<file path="src/rtl/csr_pkg.sv">
// Shared definitions for the CSR APB front-end: register map and FSM encodings.
// Latency: n/a (declarations only).
// Backpressure: n/a.
package csr_pkg;

    // Byte addresses of the CSR map; address bits [1:0] are ignored by the decoder.
    localparam int unsigned ADDR_CTRL   = 32'h00;
    localparam int unsigned ADDR_DATA0  = 32'h04;
    localparam int unsigned ADDR_DATA1  = 32'h08;
    localparam int unsigned ADDR_RESULT = 32'h0C;
    localparam int unsigned ADDR_STATUS = 32'h10;

    typedef enum logic [2:0] {
        IDLE,
        W_ACC,
        R_ACC,
        R_WAIT,
        R_POP,
        R_CAP
    } apb_state_t;

    typedef enum logic [1:0] {
        P_IDLE,
        P_PUSH,
        P_CLR
    } push_state_t;

    // Decoded register target; REG_NONE marks an unmapped address and also
    // selects an all-zero read-data mux.
    typedef enum logic [2:0] {
        REG_NONE,
        REG_CTRL,
        REG_DATA0,
        REG_DATA1,
        REG_RESULT,
        REG_STATUS
    } reg_sel_t;

    function automatic logic reg_is_rw(input reg_sel_t r);
        return (r == REG_CTRL) || (r == REG_DATA0) || (r == REG_DATA1);
    endfunction

endpackage

</file>
<file path="src/rtl/csr_push_seq.sv">
// Push sequencer: issues exactly one FIFO_IN push per start_bit assertion.
// Latency: w_en_in pulses the cycle after start_bit=1 is seen with full_in=0.
// Backpressure: waits indefinitely in idle while full_in=1; no push is dropped.
//
// Ports:
//   clk, rst   - clock, asynchronous active-high reset
//   start_bit  - CTRL[0]; expected to self-clear after the push
//   full_in    - FIFO_IN full
//   w_en_in    - one-cycle push strobe (registered)
//   busy       - high whenever the sequencer is not idle
module csr_push_seq
    import csr_pkg::*;
(
    input  logic clk,
    input  logic rst,
    input  logic start_bit,
    input  logic full_in,
    output logic w_en_in,
    output logic busy
);

    push_state_t state;

    always_ff @(posedge clk or posedge rst) begin
        if (rst) begin
            state   <= P_IDLE;
            w_en_in <= 1'b0;
        end else begin
            w_en_in <= 1'b0;
            case (state)
                P_IDLE: begin
                    if (start_bit && !full_in) begin
                        state   <= P_PUSH;
                        w_en_in <= 1'b1;
                    end
                end
                P_PUSH: state <= P_CLR;
                // Wait for start_bit to drop so one start yields one push.
                P_CLR: begin
                    if (!start_bit) begin
                        state <= P_IDLE;
                    end
                end
                default: state <= P_IDLE;
            endcase
        end
    end

    assign busy = (state != P_IDLE);

endmodule

</file>
<file path="src/rtl/csr_apb_ctrl.sv">
// APB3 slave front-end for the CSR unit: write strobes, read mux, FIFO_OUT pop sequencing.
// Latency: writes / register reads complete in 2 APB cycles; RESULT reads take >= 4 cycles.
// Backpressure: RESULT reads insert wait states until FIFO_OUT is non-empty or RD_TIMEOUT expires.
//
// Ports:
//   clk, rst                     - clock, asynchronous active-high reset
//   psel, penable, pwrite, paddr - APB request (paddr[1:0] ignored)
//   pready, pslverr, prdata      - APB response; prdata is zero while pready=0
//   en_ctrl, en_data0, en_data1  - one-cycle register write strobes
//   w_en_in                      - FIFO_IN push strobe (from the push sequencer)
//   r_en_out, pop_out            - RESULT register hold, FIFO_OUT pop strobe
//   start_bit, full_in, empty_out- CTRL[0] and FIFO flags
//   ctrl_rd .. fifo_out_status   - register readback sources
module csr_apb_ctrl
    import csr_pkg::*;
#(
    parameter int APB_ADDR_SIZE  = 8,
    parameter int APB_BUS_SIZE   = 32,
    parameter int FIFO_OUT_WIDTH = 25,
    parameter int RD_TIMEOUT     = 16
) (
    input  logic                      clk,
    input  logic                      rst,
    input  logic                      psel,
    input  logic                      penable,
    input  logic                      pwrite,
    input  logic [APB_ADDR_SIZE-1:0]  paddr,
    output logic                      pready,
    output logic                      pslverr,
    output logic [APB_BUS_SIZE-1:0]   prdata,
    output logic                      en_ctrl,
    output logic                      en_data0,
    output logic                      en_data1,
    output logic                      w_en_in,
    output logic                      r_en_out,
    output logic                      pop_out,
    input  logic                      start_bit,
    input  logic                      full_in,
    input  logic                      empty_out,
    input  logic [APB_BUS_SIZE-1:0]   ctrl_rd,
    input  logic [APB_BUS_SIZE-1:0]   data0_rd,
    input  logic [APB_BUS_SIZE-1:0]   data1_rd,
    input  logic [FIFO_OUT_WIDTH-1:0] final_result,
    input  logic [FIFO_OUT_WIDTH-1:0] fifo_out_status
);

    localparam int CNT_W = $clog2(RD_TIMEOUT + 1);

    apb_state_t               state;
    reg_sel_t                 dec_sel;
    reg_sel_t                 rd_sel;
    logic [CNT_W-1:0]         rd_cnt;
    logic [CNT_W-1:0]         rd_cnt_nxt;
    logic [APB_ADDR_SIZE-1:0] addr_aligned;
    logic                     push_busy;
    logic                     wr_err;

    csr_push_seq u_push_seq (
        .clk       (clk),
        .rst       (rst),
        .start_bit (start_bit),
        .full_in   (full_in),
        .w_en_in   (w_en_in),
        .busy      (push_busy)
    );

    // Mask the byte-lane bits rather than slicing them off, so the whole bus is decoded.
    assign addr_aligned = paddr & ~APB_ADDR_SIZE'(3);

    always_comb begin
        dec_sel = REG_NONE;
        if      (addr_aligned == APB_ADDR_SIZE'(ADDR_CTRL))   dec_sel = REG_CTRL;
        else if (addr_aligned == APB_ADDR_SIZE'(ADDR_DATA0))  dec_sel = REG_DATA0;
        else if (addr_aligned == APB_ADDR_SIZE'(ADDR_DATA1))  dec_sel = REG_DATA1;
        else if (addr_aligned == APB_ADDR_SIZE'(ADDR_RESULT)) dec_sel = REG_RESULT;
        else if (addr_aligned == APB_ADDR_SIZE'(ADDR_STATUS)) dec_sel = REG_STATUS;
    end

    // Writes are refused while a start is pending or the push sequencer is
    // mid-flight, so CTRL/DATA cannot change under an in-progress push. A
    // start_bit rising in the setup cycle is caught here as well.
    assign wr_err = !reg_is_rw(dec_sel) || start_bit || push_busy;

    assign rd_cnt_nxt = rd_cnt + CNT_W'(1);

    always_ff @(posedge clk or posedge rst) begin
        if (rst) begin
            state    <= IDLE;
            rd_sel   <= REG_NONE;
            rd_cnt   <= '0;
            pready   <= 1'b0;
            pslverr  <= 1'b0;
            en_ctrl  <= 1'b0;
            en_data0 <= 1'b0;
            en_data1 <= 1'b0;
            r_en_out <= 1'b0;
            pop_out  <= 1'b0;
        end else begin
            pready   <= 1'b0;
            pslverr  <= 1'b0;
            en_ctrl  <= 1'b0;
            en_data0 <= 1'b0;
            en_data1 <= 1'b0;
            pop_out  <= 1'b0;
            rd_sel   <= REG_NONE;
            case (state)
                // Decode in the setup cycle so the access cycle already carries
                // pready and the strobes (zero-wait transfers).
                IDLE: begin
                    r_en_out <= 1'b0;
                    if (psel && !penable) begin
                        if (pwrite) begin
                            state  <= W_ACC;
                            pready <= 1'b1;
                            if (wr_err) begin
                                pslverr <= 1'b1;
                            end else begin
                                en_ctrl  <= (dec_sel == REG_CTRL);
                                en_data0 <= (dec_sel == REG_DATA0);
                                en_data1 <= (dec_sel == REG_DATA1);
                            end
                        end else if (dec_sel == REG_RESULT) begin
                            state  <= R_WAIT;
                            rd_cnt <= '0;
                        end else begin
                            state   <= R_ACC;
                            pready  <= 1'b1;
                            pslverr <= (dec_sel == REG_NONE);
                            rd_sel  <= dec_sel;
                        end
                    end
                end
                W_ACC, R_ACC: state <= IDLE;
                R_WAIT: begin
                    if (!psel) begin
                        state <= IDLE;
                    end else if (!empty_out) begin
                        state    <= R_POP;
                        pop_out  <= 1'b1;
                        r_en_out <= 1'b1;
                    end else begin
                        rd_cnt <= rd_cnt_nxt;
                        // Timeout completes straight from here; the pready cycle is spent in IDLE.
                        if (rd_cnt_nxt == CNT_W'(RD_TIMEOUT)) begin
                            state   <= IDLE;
                            pready  <= 1'b1;
                            pslverr <= 1'b1;
                        end
                    end
                end
                // final_result loads the head word at the end of this cycle, so
                // the response is presented one cycle later.
                R_POP: begin
                    state  <= R_CAP;
                    pready <= 1'b1;
                    rd_sel <= REG_RESULT;
                end
                R_CAP: begin
                    state    <= IDLE;
                    r_en_out <= 1'b0;
                end
                default: state <= IDLE;
            endcase
        end
    end

    // rd_sel is only non-NONE during a pready cycle, which keeps prdata zero otherwise.
    always_comb begin
        prdata = '0;
        case (rd_sel)
            REG_CTRL:   prdata = ctrl_rd;
            REG_DATA0:  prdata = data0_rd;
            REG_DATA1:  prdata = data1_rd;
            REG_RESULT: prdata = APB_BUS_SIZE'(final_result);
            REG_STATUS: prdata = APB_BUS_SIZE'(fifo_out_status);
            default:    prdata = '0;
        endcase
    end

endmodule
</file>
<file path="config.mk">
export PLATFORM = sky130hd
export DESIGN_NAME = csr_apb_ctrl
export DESIGN_NICKNAME = d
export VERILOG_FILES = /design/src/rtl/csr_pkg.sv /design/src/rtl/csr_push_seq.sv /design/src/rtl/csr_apb_ctrl.sv
export SDC_FILE = /design/constraint.sdc
export NUM_CORES = 1
export LEC_CHECK = 0
export ABC_AREA = 1
export CAP_MARGIN = 20
export CORE_ASPECT_RATIO = 1.4
export CORE_MARGIN = 1.5
export CORE_UTILIZATION = 31
export DETAILED_ROUTE_END_ITERATION = 12
export PLACE_DENSITY = 0.82
export SKIP_CTS_REPAIR_TIMING = 1
export SYNTH_ARGS = -nofsm -noshare
export SYNTH_HDL_FRONTEND = slang
export SYNTH_SLANG_ARGS = --single-unit
</file>
<file path="constraint.sdc">
create_clock -name clk -period 1.7 [get_ports clk]
set_input_delay 0.425 -clock clk [delete_from_list [all_inputs] [get_ports clk]]
set_output_delay 0.425 -clock clk [all_outputs]
set_load 0.01 [all_outputs]
</file>
# Word-level counts from Yosys, hierarchy flattened
# Cells that the tools add are included.
[op_classes]
add_sub_neg = 1
n_eq_ne = 28
mux = 58
reduce_logical = 21
[ops]
columns = ["cell", "n"]
rows = [
  ["32-bit one-hot mux with 5 select lines", 1],
  ["3-bit two-way mux", 12],
  ["1-bit two-way mux", 30],
  ["5-bit two-way mux", 5],
  ["3-bit by 2-bit == test with 1-bit output, second input constant", 5],
  ["3-bit == test, second input constant", 5],
  ["2-bit inequality test, second input constant", 7],
  ["6-bit by 2-bit == test with 1-bit output, second input constant", 2],
  ["5-bit one-hot mux with 2 select lines", 1],
  ["3-bit one-hot mux with 3 select lines", 1],
  ["8-bit logical NOT", 1],
  ["3-bit by 1-bit == test with 1-bit output, second input constant", 2],
  ["6-bit by 1-bit == test with 1-bit output, second input constant", 1],
  ["6-bit by 3-bit == test with 1-bit output, second input constant", 1],
  ["3-bit logical NOT", 2],
  ["2-bit two-way mux", 3],
  ["2-bit one-hot mux with 3 select lines", 1],
  ["3-bit one-hot mux with 2 select lines", 1],
  ["6-bit AND reduction", 1],
  ["2-bit nonzero test", 3],
  ["5-bit by 1-bit adder with 5-bit output, second input constant", 1],
  ["5-bit == test, second input constant", 1],
  ["1-bit logical OR", 4],
  ["4-bit inequality test, second input constant", 1],
  ["other kinds (11)", 16],
]
[word_totals]
regBits = 21
in_bits = 162
out_inout_bits = 40
elab_cells = 120

# Logic depth before layout (Yosys ltp)
[depth]
ltp_word = 16
ltp_mapped = 8
mapped_depth_nobuf = 8

# Modules after synthesis
# Synthesis repeated with hierarchy kept, for this count alone.
[hier_totals]
cells_unflattened = 390
area_unflattened_um2 = 2154.6
[modules_own_cells]
columns = ["module", "instances", "cells_per_inst", "area_each_um2"]
rows = [
  ["csr_apb_ctrl", 1, 376, 2034.5],
  ["csr_push_seq", 1, 14, 120.1],
]

# Worst setup path before layout
# OpenSTA, ideal clock, no wires.
[synth_path]
path_type = "register to output"
startpoint = "register rd_sel[2]"
endpoint = "output prdata[11]"
t_arrival_ns = 1.145
setup_slack_ns = 0.130
stages_incl_launch_ff = 5
cell_sequence = "dfrtp_1 nor3_2 clkbuf_1 nand2_1 nand4_1"
[synth_via]
elab_chain_len = 2
[synth_lines]
columns = ["item", "line", "source"]
rows = [
  ["start: declaration", "csr_apb_ctrl.sv:51", "reg_sel_t rd_sel;"],
  ["start signal: assignment", "csr_apb_ctrl.sv:129", "rd_sel <= dec_sel;"],
  ["3-bit == test, or another cell as far along", "csr_apb_ctrl.sv:170", "case (rd_sel)"],
  ["32-bit one-hot mux with 5 select lines *", "csr_apb_ctrl.sv:170", ""],
  ["end: declaration", "csr_apb_ctrl.sv:30", "output logic [APB_BUS_SIZE-1:0] prdata,"],
]
# Mark *: on every way between the ends. The rest lies on a longest branch, timed or not.

# Final worst setup path
[layout_path]
startpoint = "register rd_sel[1]"
endpoint = "output prdata[30]"
# Same word-level chain as after synthesis.

==> results.py <==
metrics = {
    "status": {
        "status": "complete, but fails checks",
        "violations": "negative setup slack",
    },
    "detailed_routing": {
        "drtPass1Iterations": 5,
        "drc_errors": 0,
        "wl_per_cell_um": 14.86,
        "drt_iter0_drc": 124,
        "vias_per_cell": 4.777,
        "dr_total_vias": 3382,
        "ant_nets": 0,
        "totalWireLength_um": 10520,
    },
    "die": {
        "rows": 35,
        "initial_utilization": 0.3224,
        "dieArea_sq_mm": 0.007437,
        "ios": 202,
        "dieHeight_um": 101.4,
        "die_w_um": 73.32,
        "core_area_sq_mm": 0.006656,
    },
    "final_layout": {
        "multi_input_area_sq_mm": 0.001297,
        "drive_gt1_frac": 0.1721,
        "n_antenna_cell": 0,
        "final_common_cell": "clkdlybuf4s50_1",
        "sequential_cell_area_sq_um": 526.8,
        "area_growth_pct": 117.9,
        "fillerInstances": 578,
        "final_nets": 780,
        "layout_common_cells": "167 x clkdlybuf4s50_1, 113 x nand2_1, 93 x inv_1",
    },
    "clock_network": {
        "clock-root-buffer": "clkbuf_8",
        "cts_max_path_buffers": 2,
        "h-tree-depth": 1,
        "cts.sink_count": 21,
        "clkTransAtPathRegs_ns": 0.07,
        "worstSkewPairLatency_ns": 0.26,
        "tritoncts": "done",
        "cts_buffers": 3,
    },
    "hold_path": {
        "hold_path_depth": 1,
        "worstHoldStart": "u_push_seq.state[1]",
        "min_to": "u_push_seq.state[1]",
        "hold_class": "flop to flop",
    },
    "worst_setup_path": {
        "r2r-start": "state[0]",
        "r2r_slack_ns": 0.19,
        "cp.arrival_ns": 1.59,
        "worst_setup_path_end_kind": "output port",
        "critPathMaxFanout": 6,
        "startpoint_type": "flop",
        "required_ns": 1.27,
        "timing.rr.end": "en_data0",
        "reg2reg_depth": 7,
        "critical_path_class": "flop to output port",
    },
    "logic_synthesis": {
        "yosysWarnings": 0,
        "syn_inst": 388,
        "synth_adder_area_share": 0.005831,
        "yosysTopAreaCellShare": 0.2449,
        "synth_compound_area_frac": 0.1079,
        "avgSynthCellArea_sq_um": 5.530,
        "ys_top_cells_by_area": "dfrtp_1 24%, nand2_1 23%, inv_1 16%, nand4_1 8.2%, o22ai_1 7.3%",
        "synthSimpleGateAreaFrac": 0.4431,
        "synth_area_sq_mm": 0.002146,
        "synth_cell_types": 19,
        "synth-seq-cells": 21,
        "syn_nets": 551,
        "synth_top_family_by_area": "simple AND/OR/NAND/NOR gates",
        "synth_top_area_cell": "dfrtp_1",
        "yosysSeqAreaShare": 0.2449,
        "muxShareOfSynthArea": 0,
        "synth_xor_area_frac": 0,
    },
    "placed_design": {
        "dp_hpwl_um": 7876,
        "pre_cts_slack_ns": -0.5490,
        "place_congestion": 0.8543,
        "numPortBuffers": 199,
    },
    "power": {
        "p_leak_nw": 2.303,
        "vdd.ir_drop.worst_uv": 512.8,
        "fin_total_pwr_w": 0.001489,
        "powerDensity_mw_per_mm2": 318.5,
    },
    "global_routing": {
        "antenna_found_initial": 0,
        "grt_overflow": 0,
        "track_usage": 0.2466,
        "first_global_vias": 3066,
        "grt_max_degree": 26,
        "grt_pass1_wl_um": 14550,
    },
    "run": {
        "cap_violations": 0,
    },
    "timing": {
        "drv_slew": 0,
        "fin_crit_ns": 2.013,
        "grt_setup_unrepaired": "true",
        "setup_slack_ns": -0.3133,
        "fmax_mhz": 496.7,
        "slew_headroom": 0.8094,
        "tightest_slew_ns": 0.2844,
        "fin_crit_sh": 1.184,
        "setup_viol": 32,
        "holdWs_ns": 0.5015,
        "final_hold_viol_count": 0,
        "worst_clock_skew_ns": 0.002180,
    },
}
==> Yosys cell counts (all sizes together) <==
master / number
nor3: 3
nand2: 131
o21bai: 1
o22ai: 25
a22oi: 2
o21a: 1
dfrtp: 21
clkbuf: 3
a21oi: 4
buf: 10
nand4: 28
nand3: 27
or2: 1
o21ai: 5
nor2: 26
ha: 1
inv: 97
nor3b: 2
==> logic make-up after synthesis <==
group	count (synthesis)
and+or+nand+nor	218
DFF	21
buffers and inverters	110
AOI/OAI and AO/OA	38
adders and majority gates	1
==> per-layer routing <==
metal  up-vias  part of all wire  GRT usage
met5         -                 0          0
met4         0             0.035    0.09544
li1       1676                 -          -
met2       148              0.51     0.4462
met3        34              0.10    0.08756
met1      1524              0.35     0.2564
==> worst max-delay path by stage <==
stage	startpoint	endpoint	slack, ns	cells after the start
detailed placement	final_result[1]	prdata[1]	-0.55	6
finish	rd_sel[1]	prdata[30]	-0.31	8
floorplan	rd_sel[2]	prdata[11]	0.13	4
global route	rd_sel[1]	prdata[30]	-0.40	8
global placement	fifo_out_status[1]	prdata[1]	-0.54	6
CTS	rd_sel[2]	prdata[1]	-0.76	6
==> registers in the layout (all words and copies together) (netlist names) <==
signal	cells
u_push_seq.state	2
pslverr	1
state	3
rd_sel	3
en_data1	1
r_en_out	1
u_push_seq.w_en_in	1
en_ctrl	1
pop_out	1
en_data0	1
pready	1
rd_cnt	5
==> stage by stage <==
step                      utilization  cell area (sq um)  TNS [ns]  instances
after detailed placement       0.6722               4474    -15.97        692
after global routing           0.7024               4676    -11.64        708
after floorplan                     -               2146         0        388
final                          0.7024               4676    -9.162        708
after CTS                      0.6789               4519    -21.90        696
after global placement         0.6722               4474    -15.34        692
==> where the power goes <==
part	leakage [nW]	switching [W]	internal, W
Sequential	0.286	0.0000205	0.000525
Combinational	1.99	0.000204	0.000423
Clock	0.0228	0.000150	0.000167
==> worst max-delay path: stages (launching register included) <==
cell       delay, ns
dfrtp_1         0.37
inv_2           0.06
buf_6           0.11
nor3_4          0.22
buf_6           0.18
clkbuf_16       0.16
nand2_1         0.05
nand2_1         0.06
buf_2           0.13
==> final cells by class <==
type                    count  share of cell area
repair buffers            237              0.4972
multi-input cells         257              0.2775
flip-flops and latches     21              0.1127
inverters                  97             0.07841
well taps                  92             0.02462
clock buffers               4            0.009633
Note: power is estimated with default switching activity, not from simulation.
